### src/rtl/bp_pkg.sv
// Shared types for the branch-predictor update path.
// No logic; types and field indices only.
// Not applicable (no handshakes).
package bp_pkg;

    // Bit positions inside bp_upd_t.wen
    localparam int BP_WEN_BTB = 0;
    localparam int BP_WEN_BHT = 1;

    // One queued predictor update
    typedef struct packed {
        logic [1:0]  wen;
        logic        br;
        logic [31:0] pc;
        logic [31:0] target;
    } bp_upd_t;

    // Write-port drain states
    typedef enum logic {
        DRN_IDLE  = 1'b0,
        DRN_ISSUE = 1'b1
    } drn_state_t;

endpackage

### src/rtl/bp_upd_fifo.sv
// Synchronous FIFO of predictor update records with head and head+1 lookahead.
// Latency: a push is readable at head the cycle after the push edge.
// Backpressure: full is count-based; pushes when full and pops when empty are ignored.
module bp_upd_fifo
    import bp_pkg::*;
#(
    parameter int DEPTH = 4
) (
    input  logic                     clk,
    input  logic                     rst,
    input  logic                     push,
    input  bp_upd_t                  push_dat,
    input  logic                     pop,
    output bp_upd_t                  head_dat,
    output bp_upd_t                  next_dat,
    output logic                     full,
    output logic                     empty,
    output logic [$clog2(DEPTH):0]   count
);
    localparam int AW = $clog2(DEPTH);
    localparam int CW = AW + 1;

    bp_upd_t        mem [DEPTH];
    logic [AW-1:0]  wr_ptr;
    logic [AW-1:0]  rd_ptr;
    logic           push_ok;
    logic           pop_ok;

    assign full     = (count == CW'(DEPTH));
    assign empty    = (count == '0);
    assign push_ok  = push & ~full;
    assign pop_ok   = pop & ~empty;
    assign head_dat = mem[rd_ptr];
    // Entry behind the head; lets the drain reload back-to-back on a pop
    assign next_dat = mem[rd_ptr + AW'(1)];

    // Storage write; contents need no reset since count gates visibility
    always_ff @(posedge clk) begin
        if (push_ok) begin
            mem[wr_ptr] <= push_dat;
        end
    end

    // Pointers wrap naturally at DEPTH (power of two); count tracks occupancy
    always_ff @(posedge clk) begin
        if (rst) begin
            wr_ptr <= '0;
            rd_ptr <= '0;
            count  <= '0;
        end else begin
            if (push_ok) begin
                wr_ptr <= wr_ptr + AW'(1);
            end
            if (pop_ok) begin
                rd_ptr <= rd_ptr + AW'(1);
            end
            case ({push_ok, pop_ok})
                2'b10:   count <= count + CW'(1);
                2'b01:   count <= count - CW'(1);
                default: count <= count;
            endcase
        end
    end

endmodule

### src/rtl/bp_update_sched.sv
// Mispredict redirect, predictor-update queueing/drain and branch statistics.
// Latency: redirect is combinational; an update reaches w_* two edges after acceptance.
// Backpressure: ex_ready drops when the update FIFO is full; w_* holds until wr_gnt.
module bp_update_sched
    import bp_pkg::*;
#(
    parameter int DEPTH = 4,
    parameter int CNT_W = 32
) (
    input  logic              clk,
    input  logic              rst,
    input  logic              ex_valid,
    output logic              ex_ready,
    input  logic [31:0]       ex_pc,
    input  logic              ex_taken,
    input  logic [31:0]       ex_target,
    input  logic              ex_pred_hit,
    input  logic              ex_pred_taken,
    input  logic [31:0]       ex_pred_target,
    output logic              redirect,
    output logic [31:0]       redirect_pc,
    input  logic              wr_gnt,
    output logic [1:0]        w_en,
    output logic              br_in,
    output logic [31:0]       w_br_pc,
    output logic [31:0]       w_br_target,
    input  logic              stat_clr,
    output logic [CNT_W-1:0]  stat_br,
    output logic [CNT_W-1:0]  stat_mis
);
    localparam int CW = $clog2(DEPTH) + 1;

    logic         acc;
    logic         mis;
    logic         push;
    logic         pop;
    bp_upd_t      upd;
    bp_upd_t      head_dat;
    bp_upd_t      next_dat;
    logic         fifo_full;
    logic         fifo_empty;
    logic [CW-1:0] fifo_cnt;
    drn_state_t   state_q;
    drn_state_t   state_d;
    bp_upd_t      w_q;
    bp_upd_t      w_d;

    // Readiness comes only from the registered count, never from a same-cycle pop
    assign ex_ready = ~fifo_full;
    assign acc      = ex_valid & ex_ready;
    assign mis      = (ex_pred_taken != ex_taken) |
                      (ex_taken & (ex_pred_target != ex_target));

    // Zero-latency redirect; fall-through PC wraps at 2^32
    always_comb begin
        redirect    = acc & mis;
        redirect_pc = 32'd0;
        if (redirect) begin
            redirect_pc = ex_taken ? ex_target : (ex_pc + 32'd4);
        end
    end

    // Build the update record from the resolved branch
    always_comb begin
        upd                 = '0;
        upd.wen[BP_WEN_BHT] = ex_pred_hit | ex_taken;
        upd.wen[BP_WEN_BTB] = ex_taken & (~ex_pred_hit | (ex_pred_target != ex_target));
        upd.br              = ex_taken;
        upd.pc              = ex_pc;
        upd.target          = ex_target;
    end

    // Records that write nothing are dropped here
    assign push = acc & (upd.wen != 2'b00);

    bp_upd_fifo #(
        .DEPTH (DEPTH)
    ) u_fifo (
        .clk      (clk),
        .rst      (rst),
        .push     (push),
        .push_dat (upd),
        .pop      (pop),
        .head_dat (head_dat),
        .next_dat (next_dat),
        .full     (fifo_full),
        .empty    (fifo_empty),
        .count    (fifo_cnt)
    );

    // Drain next-state: load head on entry, reload next head on each grant
    always_comb begin
        state_d = state_q;
        w_d     = w_q;
        pop     = 1'b0;
        case (state_q)
            DRN_IDLE: begin
                if (!fifo_empty) begin
                    w_d     = head_dat;
                    state_d = DRN_ISSUE;
                end
            end
            DRN_ISSUE: begin
                if (wr_gnt) begin
                    pop = 1'b1;
                    if (fifo_cnt > CW'(1)) begin
                        w_d = next_dat;
                    end else if (push) begin
                        // Entry arriving this edge becomes the new head
                        w_d = upd;
                    end else begin
                        state_d = DRN_IDLE;
                    end
                end
            end
            default: begin
                state_d = DRN_IDLE;
            end
        endcase
    end

    // Drain state and write-port holding register
    always_ff @(posedge clk) begin
        if (rst) begin
            state_q <= DRN_IDLE;
            w_q     <= '0;
        end else begin
            state_q <= state_d;
            w_q     <= w_d;
        end
    end

    assign w_en        = (state_q == DRN_ISSUE) ? w_q.wen : 2'b00;
    assign br_in       = w_q.br;
    assign w_br_pc     = w_q.pc;
    assign w_br_target = w_q.target;

    // Saturating statistics; clear wins over a same-cycle increment
    always_ff @(posedge clk) begin
        if (rst) begin
            stat_br  <= '0;
            stat_mis <= '0;
        end else if (stat_clr) begin
            stat_br  <= '0;
            stat_mis <= '0;
        end else begin
            if (acc && (stat_br != '1)) begin
                stat_br <= stat_br + CNT_W'(1);
            end
            if (acc && mis && (stat_mis != '1)) begin
                stat_mis <= stat_mis + CNT_W'(1);
            end
        end
    end

endmodule
### config.mk
export PLATFORM = sky130hd
export DESIGN_NAME = bp_update_sched
export DESIGN_NICKNAME = d
export VERILOG_FILES = /design/src/rtl/bp_pkg.sv /design/src/rtl/bp_upd_fifo.sv /design/src/rtl/bp_update_sched.sv
export SDC_FILE = /design/constraint.sdc
export NUM_CORES = 1
export LEC_CHECK = 0
export ABC_AREA = 1
export ABC_CLOCK_PERIOD_IN_PS = 4600
export BUFFER_PORTS_ARGS = -buffer_cell sky130_fd_sc_hd__buf_4
export CAP_MARGIN = 20
export CORE_ASPECT_RATIO = 1.1
export CORE_MARGIN = 2
export CORE_UTILIZATION = 28
export DETAILED_ROUTE_END_ITERATION = 10
export MAX_ROUTING_LAYER = met4
export PLACE_DENSITY = 0.42
export SLEW_MARGIN = 20
export SYNTH_ARGS = -nofsm -noshare
export SYNTH_HDL_FRONTEND = slang
export SYNTH_SLANG_ARGS = --single-unit
### constraint.sdc
create_clock -name clk -period 4.6 [get_ports clk]
set_input_delay 0.69 -clock clk [delete_from_list [all_inputs] [get_ports clk]]
set_output_delay 0.69 -clock clk [all_outputs]
set_load 0.02 [all_outputs]
==> impl_metrics.env <==
export IMPL_dieArea_sq_um=79700
export IMPL_cts_htree_levels=2
export IMPL_num_rows=107
export IMPL_synth_area_top_cells="edfxtp_1, dfxtp_1, nand2_1, o21ai_0, a21oi_1"
export IMPL_grt_first_pass_wirelength_um=128000
export IMPL_setup_slack_ns=0.763
export IMPL_finalCriticalPeriod_ns=3.84
export IMPL_die_y_um=296
export IMPL_rsz0062_at_grt="no"
export IMPL_clock_skew_final_ns=0.0107
export IMPL_async_flop_share_pct=0
export IMPL_hp_class="in -> reg"
export IMPL_cts_resized=0
export IMPL_ant_nets=0
export IMPL_vias=19700
export IMPL_cts_buffers=49
export IMPL_drc=0
export IMPL_finalPower_uw=10600
export IMPL_avgSynthCellArea_sq_um=8.27
export IMPL_p_per_area_nw_per_um2=411
export IMPL_cp_start_kind="register"
export IMPL_hold_viol=0
export IMPL_end_kind="output port"
export IMPL_yosys_register_bits=409
export IMPL_clk_latency_ns=0.59
export IMPL_yosysWarnings=0
export IMPL_track_usage_pct=22.0
export IMPL_power_leakage_uw=0.00956
export IMPL_setup_violations=0
export IMPL_postCtsSetupBuffers=0
export IMPL_cap_violations=0
export IMPL_antenna_found_initial=5
export IMPL_grt_pass1_vias=19000
export IMPL_yosysSeqAreaShare_pct=50.2
export IMPL_grtUsageMet1_pct=26.4
export IMPL_wl_per_cell_um=22.9
export IMPL_ys_dominant_reg_cell="edfxtp_1"
export IMPL_ctsHoldBuffers=0
export IMPL_coreArea_sq_um=77100
export IMPL_critPathTopFamily="buffers and inverters"
export IMPL_relSlewSlack_pct=26.0
export IMPL_totalWireLength_um=87800
export IMPL_viasPerCell=5.14
export IMPL_crit_arrival_ns=3.15
export IMPL_cts_tree="built"
export IMPL_critPathBufInv=4
export IMPL_slowest_stage="buf_4"
export IMPL_finalCritPeriodShare_pct=83.4
export IMPL_syn_nets=2736
export IMPL_worst_slew_pin_slew_ns=1.11
export IMPL_status="finished, final reports clean"
export IMPL_synthCells=2620
export IMPL_ios=269
export IMPL_worstPathRequired_ns=3.91
export IMPL_ir_drop_v=0.000227
export IMPL_path_clk_slew_ns=0.06
export IMPL_drt_initial_drc_count=1604
export IMPL_multi_input_area_sq_um=9020
export IMPL_critPathKind="reg -> out"
export IMPL_final_setup_tns_ns=0
export IMPL_syn_area_sq_um=21700
export IMPL_nNetsFinal=2866
export IMPL_cpPeakStageDelay_ns=0.48
export IMPL_grt_start_max_net_pins=184
export IMPL_cts_root_buf="clkbuf_16"
export IMPL_drv_slew=0
export IMPL_area_growth_pct=19.1
export IMPL_start_util_pct=28.1
export IMPL_dp_final_hpwl_um=54600
export IMPL_top_usage_layer="met2"
export IMPL_yosysTopAreaCellShare_pct=37.1
export IMPL_worst_path_most_repeated_cell="nand2_1"
export IMPL_gp_congestion=0.879
export IMPL_met2_usage_pct=37.9
export IMPL_cts_sinks=409
export IMPL_met3_usage_pct=4.19
export IMPL_synth_edf_count=268
export IMPL_critPathMaxFanout=48
export IMPL_r2r_slack_ns=1.65
export IMPL_synth_cell_types=46
export IMPL_place_ws_ns=1.16
export IMPL_crit_chain="inv_1 > ha_1 > nand2_1 > nand2_1 > nor2_1 > nand2_1 > inv_1 > buf_4 > o21ai_0 > a21oi_1 > buf_4"
export IMPL_cts_max_path_buffers=3
export IMPL_io_buffers=268
export IMPL_grt_overflow_total=0
export IMPL_final_seq_area_sq_um=10900
export IMPL_die_w_um=269
export IMPL_max_freq_mhz=261
export IMPL_drive_gt1_share_pct=15.2
export IMPL_num_fill_cells=8144
export IMPL_first_pass_iters=6
export IMPL_yosysTopAreaCell="edfxtp_1"
cells by family after synthesis:
| logic type | synth area share, % |
|---|---|
| DFF | 50.2 |
| adders and majority gates | 0.693 |
| buffers and inverters | 8.42 |
| xor gates and xnor gates | 3.35 |
| AOI/OAI and AO/OA | 17.6 |
| and+or+nand+nor | 19.8 |
stage by stage:
step                      cell area, sq um  util (%)  instances  hold WS (ns)
final                                25800      33.5       3829         0.336
after global routing                 25800      33.5       3828         0.310
after CTS                            25800      33.4       3823         0.300
after detailed placement             24200      31.4       3734         0.491
after global placement               24200      31.4       3734         0.479
after floorplan                      21700         -       2620         0.463
power by group:
group / internal, uW / switching (uW)
sequential: 4190 / 197
combinational: 700 / 1610
clock: 2340 / 1580
total: 7240 / 3380
path summary, 6_finish.rpt:
check / startpoint / end / depth (start not counted)
hold reg to reg: u_fifo.count[2] / u_fifo.count[2] / 2
hold / removal: ex_target[21] / u_fifo.mem[0][21] / 1
setup reg to reg: u_fifo.count[0] / stat_mis[8] / 11
setup / recovery: u_fifo.count[0] / redirect_pc[31] / 11
layer usage:
metal,up-vias,share of wire [%],wire [um]
li1,9233,-,-
met4,0,2.5,2180
met5,-,0,0
met3,121,6.7,5920
met1,9589,42,36500
met2,748,49,43200
layout make-up:
cell class                      count  share of cell area, %
Antenna cell                        6                 0.0582
Clock buffer                       77                   5.55
Clock inverter                     12                  0.616
Inverter                          178                   2.60
Multi-Input combinational cell   1811                   34.9
Sequential cell                   409                   42.2
Tap cell                         1035                   5.02
Timing Repair Buffer              301                   9.05
flip-flops by register name, summed over array words and instances (netlist names), named ones only:
| name | cells |
|---|---|
| br_in | 1 |
| stat_br | 32 |
| stat_mis | 32 |
| state_q | 1 |
| u_fifo.count | 3 |
| u_fifo.mem | 268 |
| u_fifo.rd_ptr | 2 |
| u_fifo.wr_ptr | 2 |
| w_br_pc | 32 |
| w_br_target | 32 |
| w_q | 2 |
cell usage in the layout, fill, tap and decap left out, types with 46 or more instances in the layout:
master	instances
inv_1	162
edfxtp_1	268
nor2_1	202
buf_4	295
a21oi_1	166
dfxtp_1	137
xor2_1	46
clkbuf_16	49
nand3_1	65
nand2_1	655
a31oi_1	83
o21ai_0	310
cell usage after synthesis, types with 2 or more instances:
cell / n
nand2_1: 656
o21ai_0: 310
edfxtp_1: 268
nor2_1: 207
a21oi_1: 166
inv_1: 166
dfxtp_1: 141
clkbuf_1: 98
a31oi_1: 83
buf_4: 71
nand3_1: 65
xor2_1: 46
buf_2: 40
nor3_1: 40
xnor2_1: 37
o2111ai_1: 28
o211ai_1: 28
o311ai_0: 21
nand4_1: 18
o22ai_1: 18
o21ai_1: 14
buf_1: 12
ha_1: 12
inv_2: 9
nor4_1: 9
a211oi_1: 8
nand2_2: 7
nor3_2: 6
nor2_2: 5
nor3b_1: 5
nand3_2: 4
nor2_4: 4
clkinv_1: 3
nand3b_1: 2
or2_2: 2
No activity file was read; power rests on OpenSTA's default activity.
